--- src/rtl/seven_seg_mux_driver.sv ---
// seven_seg_mux_driver
//
// Drives a two-digit, common-anode seven-segment display from an 8-bit value.
// The value is captured into a shadow register on i_Load and promoted to the
// display register only at a frame boundary (SHOW_1 -> BLANK_0), so a frame
// never shows a mix of old and new digits. Each digit slot starts with a
// blanking interval so the shared segment lines settle with both anodes off.
//
// Parameters:
//   c_REFRESH_LIMIT  cycles per digit slot (2..65535)
//   c_BLANK_CYCLES   blanked cycles at the start of each slot (1..c_REFRESH_LIMIT-1)
//
// Ports:
//   i_Clk       system clock
//   i_Rst_n     asynchronous, active-low reset
//   i_Value     value to display; [3:0] ones digit, [7:4] tens digit
//   i_Load      single-cycle strobe that samples i_Value
//   o_Segment   segment drive, active-low; bit0 = a ... bit6 = g
//   o_Digit_En  anode enables, active-low; bit0 = ones, bit1 = tens
//
// Build option:
//   SEG7_LEADING_ZERO_BLANK_EN  when defined, a zero tens digit is left dark
//                               (slot timing is unchanged).

module seven_seg_mux_driver #(
  parameter int unsigned c_REFRESH_LIMIT = 25000,
  parameter int unsigned c_BLANK_CYCLES  = 250
) (
  input  logic       i_Clk,
  input  logic       i_Rst_n,
  input  logic [7:0] i_Value,
  input  logic       i_Load,
  output logic [6:0] o_Segment,
  output logic [1:0] o_Digit_En
);

  // States are numbered in visiting order so the next state is simply +1
  // (SHOW_1 wraps to BLANK_0). Bit 0 clear marks a blanking state.
  localparam logic [1:0] BLANK_0 = 2'd0;
  localparam logic [1:0] SHOW_0  = 2'd1;
  localparam logic [1:0] BLANK_1 = 2'd2;
  localparam logic [1:0] SHOW_1  = 2'd3;

  localparam logic [15:0] c_BLANK_LAST = 16'(c_BLANK_CYCLES - 1);
  localparam logic [15:0] c_SHOW_LAST  = 16'(c_REFRESH_LIMIT - c_BLANK_CYCLES - 1);

  localparam logic [6:0] c_SEG_OFF = 7'h7F;
  localparam logic [1:0] c_EN_OFF  = 2'b11;

  logic [1:0]  r_State;
  logic [15:0] r_Count;
  logic [7:0]  r_Shadow;
  logic [7:0]  r_Disp;
  logic        w_Slot_End;
  logic [6:0]  w_Segment;
  logic [1:0]  w_Digit_En;

  // Hex to segments, active-high g..a; inverted at the output register.
  function automatic logic [6:0] hex_to_seg(input logic [3:0] nib);
    case (nib)
      4'h0: hex_to_seg = 7'h3F;
      4'h1: hex_to_seg = 7'h06;
      4'h2: hex_to_seg = 7'h5B;
      4'h3: hex_to_seg = 7'h4F;
      4'h4: hex_to_seg = 7'h66;
      4'h5: hex_to_seg = 7'h6D;
      4'h6: hex_to_seg = 7'h7D;
      4'h7: hex_to_seg = 7'h07;
      4'h8: hex_to_seg = 7'h7F;
      4'h9: hex_to_seg = 7'h6F;
      4'hA: hex_to_seg = 7'h77;
      4'hB: hex_to_seg = 7'h7C;
      4'hC: hex_to_seg = 7'h39;
      4'hD: hex_to_seg = 7'h5E;
      4'hE: hex_to_seg = 7'h79;
      default: hex_to_seg = 7'h71;
    endcase
  endfunction

  // A slot ends on the last counted cycle of the current state.
  assign w_Slot_End = r_State[0] ? (r_Count == c_SHOW_LAST)
                                 : (r_Count == c_BLANK_LAST);

  // Slot sequencer, shadow capture and frame-boundary promotion.
  // NOTE: every register here, including the small shadow/display data
  // registers, is reset so the first frame after reset reliably shows "00".
  always_ff @(posedge i_Clk or negedge i_Rst_n) begin
    if (!i_Rst_n) begin
      r_State  <= BLANK_0;
      r_Count  <= '0;
      r_Shadow <= '0;
      r_Disp   <= '0;
    end else begin
      // NOTE: non-blocking assignments keep every register reading the
      // pre-edge values, which is what makes a load on the boundary cycle
      // land in the shadow while r_Disp takes the old shadow.
      if (i_Load) begin
        r_Shadow <= i_Value;
      end
      if (w_Slot_End) begin
        r_State <= r_State + 2'd1;
        r_Count <= '0;
        if (r_State == SHOW_1) begin
          r_Disp <= r_Shadow;
        end
      end else begin
        r_Count <= r_Count + 16'd1;
      end
    end
  end

  // Output decode for the current state; registered below.
  always_comb begin
    // NOTE: defaults first so every path assigns both signals and no latch forms.
    w_Segment  = c_SEG_OFF;
    w_Digit_En = c_EN_OFF;
    case (r_State)
      SHOW_0: begin
        w_Digit_En = 2'b10;
        w_Segment  = ~hex_to_seg(r_Disp[3:0]);
      end
      SHOW_1: begin
`ifdef SEG7_LEADING_ZERO_BLANK_EN
        if (r_Disp[7:4] != 4'h0) begin
          w_Digit_En = 2'b01;
          w_Segment  = ~hex_to_seg(r_Disp[7:4]);
        end
`else
        w_Digit_En = 2'b01;
        w_Segment  = ~hex_to_seg(r_Disp[7:4]);
`endif
      end
      default: begin
        w_Segment  = c_SEG_OFF;
        w_Digit_En = c_EN_OFF;
      end
    endcase
  end

  // Registered pin drivers; reset forces the display dark without a clock.
  always_ff @(posedge i_Clk or negedge i_Rst_n) begin
    if (!i_Rst_n) begin
      o_Segment  <= c_SEG_OFF;
      o_Digit_En <= c_EN_OFF;
    end else begin
      o_Segment  <= w_Segment;
      o_Digit_En <= w_Digit_En;
    end
  end

endmodule
--- config.mk ---
export PLATFORM = sky130hd
export DESIGN_NAME = seven_seg_mux_driver
export DESIGN_NICKNAME = d
export VERILOG_FILES = /design/src/rtl/seven_seg_mux_driver.sv
export SDC_FILE = /design/constraint.sdc
export NUM_CORES = 1
export LEC_CHECK = 0
export CAP_MARGIN = 15
export CORE_MARGIN = 5
export CORE_UTILIZATION = 55
export DETAILED_ROUTE_END_ITERATION = 12
export MAX_ROUTING_LAYER = met4
export PLACE_DENSITY_LB_ADDON = 0.15
export SLEW_MARGIN = 20
export SYNTH_ARGS = -nofsm -noshare
export SYNTH_HDL_FRONTEND = slang
export SYNTH_SLANG_ARGS = --single-unit
--- constraint.sdc ---
create_clock -name i_Clk -period 3.05 [get_ports i_Clk]
set_clock_uncertainty 0.2 [all_clocks]
set_input_delay 0.61 -clock i_Clk [delete_from_list [all_inputs] [get_ports i_Clk]]
set_output_delay 0.61 -clock i_Clk [all_outputs]
set_load 0.005 [all_outputs]
**Word-level counts from Yosys, hierarchy flattened**

Memory sizes are Yosys's and may differ from the RTL's.
Index checks and enable logic that the tools add are counted.

- ROM bits: 224
- Memory bits (writable): 0
- Memories kept: 2
- Input port bits: 11
- Bits in latches: 0
- Word-level logic and storage cells: 23
- Output and inout bits: 9
- Flip-flop bits (word level): 43

- $add $sub $neg: 2
- Divide/modulo/power cells: 0
- Multiply operators: 0
- Muxes and demuxes: 6
- Bitwise operators: 2
- Reductions and logical operators: 1
- $lt $le $gt $ge: 0
- Shift-type cells: 0
- Eq/ne operators: 4

Memories:

| memory | depth | bits a word | rd ports | clocked after memory_dff | wr ports | RTL line | source |
|---|---|---|---|---|---|---|---|
| (no name shown) | 16 | 7 | 1 | 0 | 0 | 60 | `case (nib)` |
| (no name shown) | 16 | 7 | 1 | 0 | 0 | 60 |  |

Operators by type and width:

| kind | number |
|---|---|
| adder 16 x 1 -> 16 bit (second input constant) | 1 |
| == test 16 x 15 -> 1 bit (second input constant) | 1 |
| == test 16 x 8 -> 1 bit (second input constant) | 1 |
| 2-to-1 mux 16 bit | 1 |
| 2-to-1 mux 7 bit | 2 |
| NOT 7 bit | 2 |
| case mux 7 bit (2 select lines) | 1 |
| case mux 2 bit (2 select lines) | 1 |
| adder 2 x 1 -> 2 bit (second input constant) | 1 |
| == test 2 x 1 -> 1 bit (second input constant) | 1 |
| == test 2 bit (second input constant) | 1 |
| AND reduction 2 bit | 1 |
| 2-to-1 mux 1 bit | 1 |

**Logic depth before layout (Yosys ltp)**

Gate-level depths: netlist of run 1.

- Depth in word-level cells: 4
- Depth in mapped cells: 7
- Mapped depth without buffers: 6

**Worst setup path after synthesis of run 1**

Ideal clock, no wire load.

- Kind: register to register
- Start point: register r_Count[8]
- End point: register r_Disp[4]
- Path buffers: 0
- Library setup time: 0.125 ns
- Arrival: 1.706 ns
- Clock period less this slack: 2.031 ns
- Stages on the path, launching flop included: 5
- Slack: 1.019 ns
- Required time: 2.725 ns
- Cell sequence: dfrtp_1 -> or4_4 -> nor4_4 -> nand3_4 -> mux2_4

- Word-level cells in the longest chain between the ends: 3
- Elaborated cells on any way between the ends: 4
- Those cells by class: eq/ne (2); mux (1); reduce/logical (1)

Ends and longest elaborated chain:

| what | RTL line | source |
|---|---|---|
| start, declared | 51 | `logic [15:0] r_Count;` |
| start signal, assigned | 107 | `r_Count <= r_Count + 16'd1;` |
| == test 16 x 8 -> 1 bit / == test 16 x 15 -> 1 bit (equally long branches) | 82, 81 |  |
| 2-to-1 mux 1 bit * | 81 | `assign w_Slot_End = r_State[0] ? (r_Count == c_SHOW_LAST)` |
| AND reduction 2 bit (no source line) * | n/a |  |
| end signal, assigned | 104 | `r_Disp <= r_Shadow;` |
| end, declared | 53 | `logic [7:0] r_Disp;` |

Mark *: on every way between the ends. The rest lies on a longest branch, timed or not.
A chain may end at the register's enable or synchronous reset.

**Final worst setup path of run 1**

- Start point: register r_Count[8]
- End point: register r_State[1]

- Word-level cells in the longest chain between the ends: 2
- Elaborated cells on any way between the ends: 3
- Those cells by class: eq/ne (2); mux (1)

Ends and longest elaborated chain:

| what | RTL line | source |
|---|---|---|
| == test 16 x 8 -> 1 bit / == test 16 x 15 -> 1 bit (equally long branches) | 82, 81 |  |
| 2-to-1 mux 1 bit * | 81 |  |
| end signal, assigned | 101 | `r_State <= r_State + 2'd1;` |
| end, declared | 50 | `logic [1:0] r_State;` |

Marked as above.

==> run metrics, run 1 <==
outcome=finished clean; largest net degree at the start of global routing=44; Overflow after GRT=0; sequential share of power=between 60% and 70%; RD Place Congestion=0.780; total CTS buffers=5; Post-synth EDFFs=0; share of flip-flops with an asynchronous set or reset=100%; Most used DFF post-synth=dfrtp_1; Total Neg Setup Slack=0 ns; Post-Syn Area per Cell=10.9 um^2; die area=5770 um^2; layout cell share with drive strength beyond 1=16.8%; slowest CP cell=or4_4; num rows=24; met3 wire length=178 um; DRT antenna net count=0; WHS=0.251 ns; FMAX=456 MHz; Synth Cell Area=2390 um^2; DRC viols=0; sequential fraction of the synthesis area=45.5%; Crit Path Category=flop to flop; clk sink count=43; CP Cell Sequence=or4_4 -> nor4_4 -> and2_1 -> a21oi_1; Final Power=around 970 uW; Max transition margin=39.8%; synth cell count leaders=dfrtp_1, nor2_1, ha_1, inv_1, mux2_2; Largest stage delay, worst path=0.56 ns; Core Region=4290 um^2; die height=75.9 um; period utilisation layout=71.9%; Total Wirelength=3800 um; Root Buffer=clkbuf_8; Clock Power Share=approximately 36%; RSZ-0062 raised after global routing=no; first-pass GRT wire length=6830 um; startpoint types=flop; CTS tree=done; vias per cell=5.40; DR vias=1567; Critical Path AT=about 2.2 ns; number of gates resized after cts=0; top cell type's share of synthesized area=35.6%; H-tree depth=2; top sig layer=met4; Ports=20; P_leak=1.14 nW; net switching power=203 uW; area grow syn2layout=12.6%; placed inst area=2610 um^2; final instance area=2690 um^2; Slew Limit Fails=0; CTS Hold Bufs=0; WL met2=1700 um; CP endpoint kind=flop; cells taking the most area after synthesis=dfrtp_1, ha_1, dfstp_2, mux2_2, nor2_1; Final min period=2.19 ns; Mapped Cells=219; Netlist cell types=43; Starting Density=55.7%; CTS Buffer Depth=2; worst hold path class=input pin to async pin; # diodes=0; Yosys top cell by area=dfrtp_1; sw frac=21.0%; Setup Buffers After CTS=0; PwrDens=359 nW/um^2; Cell Int Power=about 760 uW; HPWL after detailed placement=2810 um; flops & latches, synth=43; Die X=75.9 um; Final Setup Violations=0; vias in the first global route=1546; gr usage total=14.4%; syn_nets=250; Slew @ Worst Pin=0.902 ns; routed wire length per instance=13.1 um; fillers=373; port bufs=19; Combinational Power Share=3.6%; peak supply drop=~0.00024 V; met1 WL=1890 um; Clock transition at path regs=0.08 ns; nets=about 270; largest fanout on the critical path=11; YS warnings=0; Worst Path Required=3.01 ns; Hold Vio Cnt, Final=0; Worst-Skew Late Latency=~0.29 ns; DR pass1 iterations=4; Final Util=62.7%; Iter 0 DRT Violations=roughly 100; top-count cell post-synth=dfrtp_1; Max Cap Viol=0; initial antenna violation count=0
## area by class of cell
type                            instances  area, um^2  share of cell area [%]
Clock buffer                            7        76.3                    2.83
Multi-Input combinational cell        153        1210                    45.1
Clock inverter                          1        7.51                   0.279
Inverter                               15        56.3                    2.09
Tap cell                               52        65.1                    2.42
Timing Repair Buffer                   19         185                    6.88
Sequential cell                        43        1090                    40.4
## power by group through the flow
stage / Sequential, mW / Clock [mW] / Combinational (mW)
after floorplan: 0.595 / 0 / 0.0129
after global placement: 0.597 / 0 / 0.0362
after detailed placement: 0.597 / 0 / 0.0368
after CTS: 0.586 / 0.359 / 0.0368
after global routing: 0.587 / 0.380 / 0.0403
final: 0.586 / 0.344 / 0.0351
## logic make-up (layout without fill, tap and decap cells)
family / Yosys count / after routing / synth area share, %
simple gates: 72 / 72 / 16.7
compound gates: 25 / 25 / 6.96
mux: 22 / 22 / 11.6
xor+xnor: 14 / 14 / 5.13
flops: 43 / 43 / 45.5
fa+ha+maj: 20 / 20 / 10.5
buf+inv: 23 / 42 / 3.72
## worst paths after layout
kind,startpoint,to,slack [ns],depth (start not counted)
setup reg to reg,r_Count[8],r_State[1],0.86,4
hold reg to reg,r_Shadow[1],r_Shadow[1],0.31,1
setup / recovery,r_Count[8],r_State[1],0.86,4
max in group asynchronous,i_Rst_n,r_Count[14],1.84,1
min in group i_Clk,r_Shadow[1],r_Shadow[1],0.31,1
hold / removal,i_Rst_n,r_Count[11],0.25,1
## per-layer routing
| metal | global-route usage (%) | up-vias |
|---|---|---|
| met4 | 4.09 | 0 |
| met5 | - | - |
| met1 | 19.9 | 752 |
| met2 | 21.8 | 25 |
| met3 | 2.73 | 4 |
| li1 | - | 786 |
## worst max-delay path, delay by kind of cell (launching register included)
family	cells	cell delay, ns
DFF	1	0.44
AOI/OAI and AO/OA	1	0.12
and+or+nand+nor	3	1.31
## stage by stage
stage / setup WS (ns) / instances
after global routing: 0.694 / 290
after floorplan: 1.02 / 219
final: 0.857 / 290
after global placement: 0.877 / 282
after detailed placement: 0.846 / 282
after CTS: 0.832 / 290
## placed cells by master (no fill, tap or decap), types with 2 or more instances in the layout
cell,Yosys,routed
a21oi_1,4,4
clkdlybuf4s50_1,0,18
clkbuf_1,5,2
clkbuf_8,0,5
nand2b_1,2,2
ha_1,20,20
nand3_1,10,10
mux4_2,2,2
inv_1,15,15
nand2_1,11,11
and3_1,2,2
a21o_1,2,2
xor2_1,8,8
dfrtp_1,34,34
nor3_1,4,4
o21ai_0,9,9
xnor2_1,6,6
mux2_4,3,3
nor2_1,21,21
mux2i_1,4,4
dfstp_2,9,9
o211ai_1,2,2
nor2b_1,7,7
nand4_1,5,5
mux2_2,13,13
## state kept, by name, summed over array words and instances (netlist names)
name and count:
o_Digit_En 2, o_Segment 7, r_Disp 8, r_Shadow 8, r_Count 16, r_State 2
Power figures use the tool's default switching activity.
==> run 2, diff against run 1 <==
clock period = 2.3 ns   (was 3.05 ns; I/O delays follow)
==> run metrics, run 2 (synthesis results as in run 1) <==
die area=5770 um^2 (unchanged); Ports=20 (unchanged); R2R cell count=4 (unchanged); Starting Density=55.7% (unchanged); max reg flops=16 (unchanged); Final Setup Violations=0 (unchanged); largest registers=r_Count (16), r_Disp (8), r_Shadow (8); Slew Limit Fails=0 (unchanged); placed cells=287 (+1.8%); CTS Buffer Depth=2 (unchanged); PwrDens=470 nW/um^2 (+31%); Core Region=4290 um^2 (unchanged); top cell family by delay on the critical path=simple AND/OR/NAND/NOR gates; Hold Vio Cnt, Final=0 (unchanged); FMAX=468 MHz (+2.6%); vias in the first global route=1496 (-3.2%); largest fanout on the critical path=8 (-3); outcome=finished clean; Max Cap Viol=0 (unchanged); CTS tree=done; num rows=24 (unchanged); DR vias=1586 (+1.2%); CP bufs+invs=0 (unchanged); Largest stage delay, worst path=0.57 ns (about the same); gr usage total=14.3% (-0.16 points); Overflow after GRT=0 (unchanged); vias per cell=5.38 (-0.50%); Slew @ Worst Pin=0.513 ns (-0.389 ns); RSZ-0062 raised after global routing=no; P_leak=1.17 nW (+2.6%); Iter 0 DRT Violations=71 (-31%); Worst Path Required=2.28 ns (-0.73 ns); CP endpoint kind=flop; Max transition margin=65.8% (+26 points); peak supply drop=0.000359 V (+51%); total CTS buffers=5 (unchanged); Final min period=2.14 ns (-0.0548 ns); Critical Path AT=2.12 ns (-0.04 ns); largest net degree at the start of global routing=44 (unchanged); layout cell share with drive strength beyond 1=18.9% (+2.1 points); CTS Hold Bufs=0 (unchanged); area grow syn2layout=14.2%; placed inst area=2650 um^2 (+1.4%); worst hold path class=input pin to async pin; routed wire length per instance=13.0 um (-0.43%); DRT antenna net count=0 (unchanged); Top reg by flops=r_Count; period utilisation layout=93.0% (+21 points); number of gates resized after cts=0 (unchanged); Total Wirelength=3850 um (+1.3%); CP Depth=4 (unchanged); port bufs=19 (unchanged); clk sink count=43 (unchanged); initial antenna violation count=0 (unchanged); most common cell after layout, fill and taps aside=dfrtp_1; Setup Buffers After CTS=0 (unchanged); Die X=75.9 um (unchanged); Crit Path Category=flop to flop; CP Cell Sequence=or4_4 -> nor4_4 -> nand3_4 -> mux2_4; final instance area=2730 um^2 (+1.4%); commonest cells after routing, fill and taps aside=dfrtp_1, nor2_1, ha_1; non-filler instance count after layout=295 (+1.7%); Worst-Skew Late Latency=0.29 ns (about the same); die height=75.9 um (unchanged); H-tree depth=2 (unchanged); slowest CP cell=or4_4; Clock transition at path regs=0.08 ns (about the same); nets=273 (+1.9%); Root Buffer=clkbuf_8; RD Place Congestion=0.791 (+1.4%); first-pass GRT wire length=6700 um (-1.9%); # diodes=0 (unchanged); DRC viols=0 (unchanged); startpoint types=flop; Total Neg Setup Slack=0 ns (unchanged); DR pass1 iterations=4 (unchanged); HPWL after detailed placement=2890 um (+2.7%)
[run 2: cell types whose count changed in the layout (fill, tap and decap cells not counted), sizes merged]
cell,previous run,this run
clkbuf,7,6
buf,1,6
clkinv,0,1
[run 2: worst paths after layout]
kind	from	endpoint	slack (ns)
setup / recovery	r_Count[8]	r_Disp[5]	0.16
hold / removal	i_Rst_n	r_Shadow[5]	0.03
setup reg to reg	r_Count[8]	r_Disp[5]	0.16
hold reg to reg	r_Count[0]	r_Count[0]	0.31
max in group asynchronous	i_Rst_n	o_Digit_En[0]	1.51
min in group i_Clk	r_Count[0]	r_Count[0]	0.31
[run 2: layout make-up]
type,count,area (um^2)
sequential,43,1090
clock buffer,6,72.6
clock inverter,2,12.5
tap,52,65.1
fill,356,1560
multi-input combinational,153,1210
inverter,15,56.3
timing repair buffer,24,223
[run 2: report_power, final]
part           total, mW  switching, mW  leakage, nW  internal [mW]
logic             0.0480         0.0205        0.591         0.0275
clock network      0.458          0.245       0.0412          0.212
registers          0.777        0.00673        0.537          0.770
[run 2: per-layer routing]
metal,global-route usage [%],part of all wire [%]
met1,19.4,50
met2,21.1,44
met3,3.20,4.1
met4,4.80,1.6
met5,-,0
[run 2: through the flow]
stage / hold WS (ns) / total power [mW] / setup slack (ns) / utilization, %
floorplan: -0.0356 / 0.806 / 0.269 / -
global placement: 0.291 / 0.841 / 0.164 / 61.6
detailed placement: 0.292 / 0.842 / 0.150 / 61.6
CTS: 0.0440 / 1.30 / 0.140 / 63.6
global route: 0.0856 / 1.34 / 0.0707 / 63.6
finish: 0.0255 / 1.28 / 0.162 / 63.6
==> run 3, diff against run 2 <==
CAP_MARGIN = 40   (was 15)
==> results of run 3 <==
Same layout as run 2: the final DEF is identical, and so are final timing and power.
